**src/rtl/vga_timing_pkg.sv**
```systemverilog
// vga_timing_pkg: axis timing record, standard 640-wide presets and decode helpers
package vga_timing_pkg;
    typedef struct packed {
        logic [15:0] vis;
        logic [15:0] fp;
        logic [15:0] sync;
        logic [15:0] bp;
    } vga_axis_t;
    localparam vga_axis_t VGA_H_640 = '{vis: 16'd640, fp: 16'd16, sync: 16'd96, bp: 16'd48};
    localparam vga_axis_t VGA_V_480 = '{vis: 16'd480, fp: 16'd10, sync: 16'd2, bp: 16'd33};
    localparam vga_axis_t VGA_V_400 = '{vis: 16'd400, fp: 16'd12, sync: 16'd2, bp: 16'd35};
    function automatic logic [15:0] axis_total(vga_axis_t a);
        return a.vis + a.fp + a.sync + a.bp;
    endfunction
    function automatic logic in_sync(logic [15:0] cnt, vga_axis_t a);
        return cnt >= a.vis + a.fp && cnt < a.vis + a.fp + a.sync;
    endfunction
endpackage

```
**src/rtl/vga_timing_if.sv**
```systemverilog
// vga_timing_if: run/mode control into the generator and raster timing out of it
interface vga_timing_if #(parameter int CNT_W = 10);
    logic en, mode_sel, mode_act, pixel_tick, hsync, vsync, display_en, line_start, frame_start;
    logic [CNT_W-1:0] x_coor, y_coor;
    modport master(input en, mode_sel,
                   output mode_act, pixel_tick, hsync, vsync, display_en, x_coor, y_coor, line_start, frame_start);
    modport slave(output en, mode_sel,
                  input mode_act, pixel_tick, hsync, vsync, display_en, x_coor, y_coor, line_start, frame_start);
endinterface

```
**src/rtl/pixel_tick_gen.sv**
```systemverilog
// pixel_tick_gen: divides clk down to a registered one-clk pixel strobe
module pixel_tick_gen #(parameter int PIX_DIV = 4) (
    input  logic clk,
    input  logic reset,
    input  logic en,
    output logic tick
);
    localparam int DW = PIX_DIV > 1 ? $clog2(PIX_DIV) : 1;
    localparam logic [DW-1:0] LAST = DW'(PIX_DIV - 1);
    logic [DW-1:0] div_q, div_d;
    logic tick_q;
    assign div_d = div_q == LAST ? '0 : div_q + 1'b1;
    always_ff @(posedge clk) begin
        if (reset) begin
            div_q  <= '0;
            tick_q <= 1'b0;
        end else if (en) begin
            div_q  <= div_d;
            tick_q <= div_d == LAST;
        end
    end
    assign tick = tick_q;
endmodule

```
**src/rtl/vga_timing_gen.sv**
```systemverilog
// vga_timing_gen: H/V raster counters with frame-wrap mode latch and registered decode
module vga_timing_gen import vga_timing_pkg::*; #(
    parameter int PIX_DIV = 4,
    parameter int CNT_W   = 10,
    parameter int H_VIS   = int'(VGA_H_640.vis),
    parameter int H_FP    = int'(VGA_H_640.fp),
    parameter int H_SYNC  = int'(VGA_H_640.sync),
    parameter int H_BP    = int'(VGA_H_640.bp),
    parameter int V0_VIS  = int'(VGA_V_480.vis),
    parameter int V0_FP   = int'(VGA_V_480.fp),
    parameter int V0_SYNC = int'(VGA_V_480.sync),
    parameter int V0_BP   = int'(VGA_V_480.bp),
    parameter int V1_VIS  = int'(VGA_V_400.vis),
    parameter int V1_FP   = int'(VGA_V_400.fp),
    parameter int V1_SYNC = int'(VGA_V_400.sync),
    parameter int V1_BP   = int'(VGA_V_400.bp),
    parameter bit HS_POL  = 1'b0,
    parameter bit VS0_POL = 1'b0,
    parameter bit VS1_POL = 1'b1
) (
    input logic clk,
    input logic reset,
    vga_timing_if.master vga
);
    localparam vga_axis_t H  = '{vis: 16'(H_VIS), fp: 16'(H_FP), sync: 16'(H_SYNC), bp: 16'(H_BP)};
    localparam vga_axis_t V0 = '{vis: 16'(V0_VIS), fp: 16'(V0_FP), sync: 16'(V0_SYNC), bp: 16'(V0_BP)};
    localparam vga_axis_t V1 = '{vis: 16'(V1_VIS), fp: 16'(V1_FP), sync: 16'(V1_SYNC), bp: 16'(V1_BP)};
    localparam logic [CNT_W-1:0] H_LAST  = CNT_W'(axis_total(H) - 16'd1);
    localparam logic [CNT_W-1:0] V0_LAST = CNT_W'(axis_total(V0) - 16'd1);
    localparam logic [CNT_W-1:0] V1_LAST = CNT_W'(axis_total(V1) - 16'd1);
    logic tick, adv, h_wrap, v_wrap, mode_q, mode_d, v_pol;
    logic [CNT_W-1:0] h_q, h_d, v_q, v_d;
    logic hs_q, hs_d, vs_q, vs_d, de_q, de_d, ls_q, fs_q;
    vga_axis_t v_ax;
    pixel_tick_gen #(.PIX_DIV(PIX_DIV)) u_tick (.clk(clk), .reset(reset), .en(vga.en), .tick(tick));
    // Decode from next-state values so every output lines up with x_coor/y_coor
    always_comb begin
        adv    = tick & vga.en;
        h_wrap = h_q == H_LAST;
        v_wrap = v_q == (mode_q ? V1_LAST : V0_LAST);
        h_d    = adv ? (h_wrap ? '0 : h_q + 1'b1) : h_q;
        v_d    = adv && h_wrap ? (v_wrap ? '0 : v_q + 1'b1) : v_q;
        mode_d = adv && h_wrap && v_wrap ? vga.mode_sel : mode_q;
        v_ax   = mode_d ? V1 : V0;
        v_pol  = mode_d ? VS1_POL : VS0_POL;
        hs_d   = in_sync(16'(h_d), H) ? HS_POL : !HS_POL;
        vs_d   = in_sync(16'(v_d), v_ax) ? v_pol : !v_pol;
        de_d   = 16'(h_d) < H.vis && 16'(v_d) < v_ax.vis;
    end
    always_ff @(posedge clk) begin
        if (reset) begin
            h_q    <= H_LAST;
            v_q    <= vga.mode_sel ? V1_LAST : V0_LAST;
            mode_q <= vga.mode_sel;
            hs_q   <= !HS_POL;
            vs_q   <= !(vga.mode_sel ? VS1_POL : VS0_POL);
            de_q   <= 1'b0;
            ls_q   <= 1'b0;
            fs_q   <= 1'b0;
        end else begin
            h_q    <= h_d;
            v_q    <= v_d;
            mode_q <= mode_d;
            hs_q   <= hs_d;
            vs_q   <= vs_d;
            de_q   <= de_d;
            ls_q   <= adv && h_wrap;
            fs_q   <= adv && h_wrap && v_wrap;
        end
    end
    assign vga.mode_act    = mode_q;
    assign vga.pixel_tick  = tick;
    assign vga.hsync       = hs_q;
    assign vga.vsync       = vs_q;
    assign vga.display_en  = de_q;
    assign vga.x_coor      = h_q;
    assign vga.y_coor      = v_q;
    assign vga.line_start  = ls_q;
    assign vga.frame_start = fs_q;
endmodule

```
**src/flat_wrapper.sv**
```systemverilog
// flat-port wrapper written by rule: the top's interface ports become plain ports
module vga_timing_gen_flat import vga_timing_pkg::*;
#(
    parameter int PIX_DIV = 4,
    parameter int CNT_W   = 10,
    parameter int H_VIS   = int'(VGA_H_640.vis),
    parameter int H_FP    = int'(VGA_H_640.fp),
    parameter int H_SYNC  = int'(VGA_H_640.sync),
    parameter int H_BP    = int'(VGA_H_640.bp),
    parameter int V0_VIS  = int'(VGA_V_480.vis),
    parameter int V0_FP   = int'(VGA_V_480.fp),
    parameter int V0_SYNC = int'(VGA_V_480.sync),
    parameter int V0_BP   = int'(VGA_V_480.bp),
    parameter int V1_VIS  = int'(VGA_V_400.vis),
    parameter int V1_FP   = int'(VGA_V_400.fp),
    parameter int V1_SYNC = int'(VGA_V_400.sync),
    parameter int V1_BP   = int'(VGA_V_400.bp),
    parameter bit HS_POL  = 1'b0,
    parameter bit VS0_POL = 1'b0,
    parameter bit VS1_POL = 1'b1
)
  (clk, reset, vga_en, vga_mode_sel, vga_mode_act, vga_pixel_tick, vga_hsync, vga_vsync, vga_display_en, vga_x_coor, vga_y_coor, vga_line_start, vga_frame_start);
  vga_timing_if #(.CNT_W(CNT_W)) vga_i ();
  input logic clk;
  input logic reset;
  input wire logic [$bits(vga_i.en)-1:0] vga_en;
  input wire logic [$bits(vga_i.mode_sel)-1:0] vga_mode_sel;
  output wire logic [$bits(vga_i.mode_act)-1:0] vga_mode_act;
  output wire logic [$bits(vga_i.pixel_tick)-1:0] vga_pixel_tick;
  output wire logic [$bits(vga_i.hsync)-1:0] vga_hsync;
  output wire logic [$bits(vga_i.vsync)-1:0] vga_vsync;
  output wire logic [$bits(vga_i.display_en)-1:0] vga_display_en;
  output wire logic [$bits(vga_i.x_coor)-1:0] vga_x_coor;
  output wire logic [$bits(vga_i.y_coor)-1:0] vga_y_coor;
  output wire logic [$bits(vga_i.line_start)-1:0] vga_line_start;
  output wire logic [$bits(vga_i.frame_start)-1:0] vga_frame_start;
  assign vga_i.en = vga_en;
  assign vga_i.mode_sel = vga_mode_sel;
  assign vga_mode_act = vga_i.mode_act;
  assign vga_pixel_tick = vga_i.pixel_tick;
  assign vga_hsync = vga_i.hsync;
  assign vga_vsync = vga_i.vsync;
  assign vga_display_en = vga_i.display_en;
  assign vga_x_coor = vga_i.x_coor;
  assign vga_y_coor = vga_i.y_coor;
  assign vga_line_start = vga_i.line_start;
  assign vga_frame_start = vga_i.frame_start;
  vga_timing_gen #(.PIX_DIV(PIX_DIV), .CNT_W(CNT_W), .H_VIS(H_VIS), .H_FP(H_FP), .H_SYNC(H_SYNC), .H_BP(H_BP), .V0_VIS(V0_VIS), .V0_FP(V0_FP), .V0_SYNC(V0_SYNC), .V0_BP(V0_BP), .V1_VIS(V1_VIS), .V1_FP(V1_FP), .V1_SYNC(V1_SYNC), .V1_BP(V1_BP), .HS_POL(HS_POL), .VS0_POL(VS0_POL), .VS1_POL(VS1_POL)) u_core (.clk(clk), .reset(reset), .vga(vga_i));
endmodule
```
**config.mk**
```make
export PLATFORM = sky130hd
export DESIGN_NAME = vga_timing_gen_flat
export DESIGN_NICKNAME = d
export VERILOG_FILES = /design/src/rtl/vga_timing_pkg.sv /design/src/rtl/vga_timing_if.sv /design/src/rtl/pixel_tick_gen.sv /design/src/rtl/vga_timing_gen.sv /design/src/flat_wrapper.sv
export SDC_FILE = /design/constraint.sdc
export NUM_CORES = 1
export LEC_CHECK = 0
export CORE_ASPECT_RATIO = 1.4
export CORE_MARGIN = 8
export CORE_UTILIZATION = 47
export CTS_CLUSTER_DIAMETER = 120
export CTS_CLUSTER_SIZE = 12
export DETAILED_ROUTE_END_ITERATION = 10
export MAX_ROUTING_LAYER = met4
export PLACE_DENSITY_LB_ADDON = 0.1
export SLEW_MARGIN = 25
export SYNTH_ARGS = -nofsm -noshare
export SYNTH_HDL_FRONTEND = slang
export SYNTH_SLANG_ARGS = --single-unit
```
**constraint.sdc**
```tcl
create_clock -name clk -period 3.3 [get_ports clk]
set_clock_uncertainty 0.1 [all_clocks]
set_input_delay 0.66 -clock clk [delete_from_list [all_inputs] [get_ports clk]]
set_output_delay 0.66 -clock clk [all_outputs]
set_load 0.01 [all_outputs]
```
# Word-level counts from Yosys, hierarchy flattened
# Index checks and enable logic that the tools add are counted.
[word_totals]
out_inout_bits = 27
reg_bits = 29
input_bits = 4
[op_classes]
addsub = 5
muxes = 16
bitwise = 1
n_reduce_logical = 7
magnitude_cmp = 6
eq_ne = 4
[op_table]
columns = ["operator", "n"]
rows = [
  ["$mux W10", 7],
  ["$mux W55", 1],
  ["$add A16 B16 Y16", 2],
  ["$lt A10 B16 Y1", 2],
  ["$add A10 B1 Y10 const B", 2],
  ["$lt A10 B10 Y1 const B", 2],
  ["$ge A10 B16 Y1", 1],
  ["$eq A10 B10 Y1", 1],
  ["$eq A10 B10 Y1 const B", 1],
  ["$ge A10 B10 Y1 const B", 1],
  ["$mux W1", 7],
  ["$logic_and A1 B1 Y1", 5],
  ["$eq A2 B2 Y1 const B", 2],
  ["$add A2 B1 Y2 const B", 1],
  ["$logic_not A1 Y1", 2],
  ["$mux W2", 1],
  ["$and A1 B1 Y1", 1],
]

# Depth between registers and ports, before layout
[depth]
word_depth = 11
ltp_mapped = 15
mapped_depth_nobuf = 13

# Modules after synthesis
# From an unflattened synthesis, not the netlist that was laid out.
[hier_totals]
cells_unflattened = 214
hier_area_um2 = 1756.7
[modules_own_cells]
columns = ["module", "n_inst", "cells_each", "seq_area_each_um2", "area_per_inst_um2"]
rows = [
  ["vga_timing_gen", 1, 202, 520.5, 1625.3],
  ["pixel_tick_gen", 1, 12, 60.1, 131.4],
]

# Worst setup path before layout
# Ideal clock, no wire load.
[synth_path]
kind = "in2reg"
start = "input vga_en"
end = "register u_core.vs_q (netlist: u_core.vga.vsync)"
setup_slack_ps = 22
n_path_buf = 3
t_arrival_ps = 3099
setup_ps = 79
stages = 15
cell_sequence = "buf_2 > and4_1 > clkbuf_1 > nand3_1 > clkbuf_1 > nor2_1 > mux2i_1 > inv_1 > ha_1 > nand2_1 > nor3_1 > o2111ai_1 > a21oi_1 > nand4_1 > a211oi_2"
[synth_via]
word_cells_on_any_way = 15
classes_between = "add/sub: 2; order compare: 2; mux: 6; bitwise: 1; reduce/logical: 4"
[synth_rtl]
columns = ["element", "line", "text"]
rows = [
  ["start: declaration", "flat_wrapper.sv:26", "input wire logic [$bits(vga_i.en)-1:0] vga_en;"],
  ["$and A1 B1 Y1 (*)", "vga_timing_gen.sv:38", "adv = tick & vga.en;"],
  ["$logic_and A1 B1 Y1 (*)", "vga_timing_gen.sv:42", "v_d = adv && h_wrap ? (v_wrap ? '0 : v_q + 1'b1) : v_q;"],
  ["$mux W10 (*)", "vga_timing_gen.sv:42", ""],
  ["net u_core.v_d[4]", "vga_timing_gen.sv:32", "logic [CNT_W-1:0] h_q, h_d, v_q, v_d;"],
  ["$ge A10 B16 Y1 or $lt A10 B16 Y1 (tied branches)", "vga_timing_pkg.sv:16", "return cnt >= a.vis + a.fp && cnt < a.vis + a.fp + a.sync;"],
  ["$logic_and A1 B1 Y1 (*)", "vga_timing_pkg.sv:16", ""],
  ["$mux W1 (*)", "vga_timing_gen.sv:47", "vs_d = in_sync(16'(v_d), v_ax) ? v_pol : !v_pol;"],
  ["$mux W1 (*)", "vga_timing_gen.sv:51", "if (reset) begin"],
  ["end signal: assignment", "vga_timing_gen.sv:56", "vs_q <= !(vga.mode_sel ? VS1_POL : VS0_POL);"],
  ["end signal: assignment", "vga_timing_gen.sv:65", "vs_q <= vs_d;"],
  ["end: declaration", "vga_timing_gen.sv:33", "logic hs_q, hs_d, vs_q, vs_d, de_q, de_d, ls_q, fs_q;"],
]
# Mark *: on every way through the listed nets, which the timed path passes. The rest lies on a longest branch.
# A chain may end at the register's enable or synchronous reset.

# Worst setup path after layout
[layout_path]
start = "input vga_en"
end = "register u_core.de_q (netlist: u_core.vga.display_en)"
[layout_via]
elab_chain_len = 7
word_cells_on_any_way = 10
classes_between = "order compare: 2; mux: 4; bitwise: 1; reduce/logical: 3"
[layout_rtl]
columns = ["element", "line", "text"]
rows = [
  ["$and A1 B1 Y1 (*)", "vga_timing_gen.sv:38", ""],
  ["$logic_and A1 B1 Y1", "vga_timing_gen.sv:42, vga_timing_gen.sv:43", ""],
  ["$logic_and A1 B1 Y1", "vga_timing_gen.sv:43", "mode_d = adv && h_wrap && v_wrap ? vga.mode_sel : mode_q;"],
  ["$mux W1", "vga_timing_gen.sv:43", ""],
  ["$mux W55", "vga_timing_gen.sv:44", "v_ax = mode_d ? V1 : V0;"],
  ["$lt A10 B16 Y1", "vga_timing_gen.sv:48", "de_d = 16'(h_d) < H.vis && 16'(v_d) < v_ax.vis;"],
  ["$logic_and A1 B1 Y1 (*)", "vga_timing_gen.sv:48", ""],
  ["end signal: assignment", "vga_timing_gen.sv:57", "de_q <= 1'b0;"],
  ["end signal: assignment", "vga_timing_gen.sv:66", "de_q <= de_d;"],
  ["end: declaration", "vga_timing_gen.sv:33", ""],
]
# Every way passes the cells marked *; elsewhere a longest branch is shown, timed or not.

==> reports/qor.yml <==
cellLeakagePower_uw: 0.000971
layout_common_cells: "clkdlybuf4s50_1, dfxtp_1, nand2_1, nor2_1, buf_4"
min_path_cells: 1
htreeDepth: 2
clockRootBuffer: "clkbuf_8"
yosysUniqueCellTypes: 44
drc_errors: 0
cp_max_fo: 6
layout_commonest_cell: "clkdlybuf4s50_1"
synth_top_family_by_area: "simple AND/OR/NAND/NOR gates"
grt_pass1_wl_um: 7750
synth_xor_area_share_pct: 5.52
hpwl_um: 3800
diodes: 0
slew_headroom_pct: 64.2
die_y_um: 88.1
setup_viol: 0
synth_adder_area_share_pct: 8.60
fin_area_mm2: 0.00230
vias: 1700
clk_latency_ns: 0.28
path_depth: 10
path_clk_slew_ns: 0.06
finalNonFillerCells: 298
gr-total-overflow: 0
cts_tree: "yes"
yosys-top-cells-area: "dfxtp_1, ha_1, nand2_1"
powerDensity_mw_per_mm2: 360
period_minus_slack_ns: 3.13
ios: 31
status: "finished, final reports clean"
port_buffers: 30
grt_pass1_vias: 1727
regToRegSetupSlack_ns: 0.21
cts_sinks: 29
layout-drive-gt1-share_pct: 16.0
core_mm2: 0.00361
grt_usage_pct: 17.3
syn_nets: 224
grt_max_degree: 18
yosysTopAreaCellShare_pct: 33.2
rows: 26
synth_seq_area_share_pct: 33.2
crit_path_start_kind: "primary input"
area_growth_pct: 31.5
drt_iter0_drc: 93
synthCells: 208
slowest_stage: "clkdlybuf4s50_1"
cp.required_ns: 3.38
synth_area_mm2: 0.00175
synth_compound_area_share_pct: 16.8
synthMuxAreaShare_pct: 5.44
endpoint_kind: "flop"
clock_path_buffers: 2
crit_arrival_ns: 3.22
post-route-util_pct: 63.6
finalCritPeriodShare_pct: 94.9
start_util_pct: 48.4
cpLargestDelayFamily: "compound AO/OA/AOI/OAI gates"
crit_buf_inv: 2
pre_cts_ws_ns: -0.176
hold_path.class: "flop to flop"
ir_drop_mv: 0.299
final_nets: 271
antenna_found_initial: 0
placed_cells_incl_taps: 290
cts_inserted_buffers: 5
syn_avg_cell_area_um2: 8.40
synth_simple_gate_area_share_pct: 25.1
rsz0062_at_grt: "no"
fin_ws_ns: 0.167
fmax_mhz: 319
drv_slew: 0
max_slew.worst_pin.slew_ns: 0.533
routedWlPerCell_um: 16.1
maxCapViolations: 0
dieArea_mm2: 0.00595
hold_viol: 0
placedInstanceArea_mm2: 0.00220
ant_nets: 0
critPathKind: "primary input to flop"
drt_first_pass_iters: 4
yosys_warnings: 0
via_per_inst: 5.70
synth-main-ff-cell: "dfxtp_1"
totalWireLength_um: 4800
synthArstFlopShare_pct: 0
reg2regPathDepth: 12
critPathMaxStageDelay_ns: 0.49
yosys.area.top_type: "dfxtp_1"
synth_edf_count: 0
ys_ff_latch: 29
place_congestion: 0.996
cp_cell_sequence: "clkdlybuf4s50_1 > and4_4 > and3_1 > buf_4 > nand2_1 > o31ai_1 > ha_1 > a21oi_2 > a211oi_1 > a2111oi_2"
fp.dieW_um: 67.5
[layout make-up]
| cell class | instances | area, um2 |
|---|---|---|
| clock buffers | 8 | 80.1 |
| fillers | 322 | 1310 |
| inverters | 11 | 42.5 |
| multi-input cells | 158 | 1090 |
| flip-flops and latches | 29 | 581 |
| well taps | 42 | 52.6 |
| repair buffers | 50 | 450 |
[worst register-to-register path, stage by stage (launching register included)]
cell	delay (ns)
dfxtp_1	0.37
or4b_1	0.54
nor3_4	0.21
o211a_4	0.20
nand2_1	0.08
mux2_4	0.35
ha_1	0.28
nand2b_1	0.14
a21oi_1	0.11
o31ai_1	0.09
a21oi_1	0.17
nand4_1	0.13
a211oi_2	0.23
[routing by layer]
layer / wire length (um) / track usage, % / share of wire [%]
met1: 1920 / 17.1 / 40
met2: 2520 / 30.3 / 52
met3: 198 / 4.23 / 4.1
met4: 161 / 8.59 / 3.4
met5: 0 / - / 0
[synth_stat cells (3+ instances only)]
cell and number:
nand4_1 5, o21ai_0 9, nor2_1 23, xnor2_1 4, xor2_1 7, a21boi_0 3, dfxtp_1 29, and3_1 4
o21a_1 3, nand2_1 23, nand3_1 8, ha_1 12, and4_1 3, nand2b_1 3, inv_1 10, mux2i_1 8
nor3_1 6, a21oi_1 10, clkbuf_1 7
[metrics by stage]
| step | power [uW] | hold slack (ns) | setup TNS, ns |
|---|---|---|---|
| floorplan | 476 | 0.368 | 0 |
| global placement | 540 | 0.359 | -0.194 |
| detailed placement | 545 | 0.360 | -0.244 |
| CTS | 829 | 0.377 | 0 |
| global route | 864 | 0.412 | 0 |
| finish | 828 | 0.381 | 0 |
[power by group]
group | switching (uW) | leakage [uW] | internal (uW)
Combinational | 79.5 | 0.000694 | 75.8
Sequential | 19.3 | 0.000238 | 366
Clock | 138 | 0.0000395 | 150
Total | 236 | 0.000971 | 591
[repair_timing]
action,CTS,global route
setup buffers,0,0
hold buffers,0,0
setup endpoints to repair,0,2
resized for setup,0,4
[registers in the layout, indices dropped and copies added (netlist names)]
name / count
u_core.vga.line_start: 1
u_core.vga.vsync: 1
u_core.vga.hsync: 1
u_core.vga.display_en: 1
u_core.vga.mode_act: 1
u_core.vga.y_coor: 10
u_core.vga.x_coor: 10
u_core.u_tick.div_q: 2
u_core.vga.frame_start: 1
u_core.u_tick.tick: 1
[worst paths after layout]
kind,startpoint,end
setup / recovery,vga_en,u_core.vga.display_en
hold / removal,u_core.vga.x_coor[9],u_core.vga.hsync
setup reg to reg,u_core.vga.y_coor[8],u_core.vga.vsync
hold reg to reg,u_core.vga.x_coor[9],u_core.vga.hsync
[cell families (layout without fill, tap and decap cells)]
family                   count (synthesis)  in the layout
AO/OA/AOI/OAI                           41             41
XOR/XNOR                                11             11
adder cells (fa/ha/maj)                 12             12
buffers and inverters                   21             69
flip-flops                              29             29
multiplexers                             9              9
AND/OR/NAND/NOR                         85             85
Note: power is estimated with default switching activity, not from simulation.
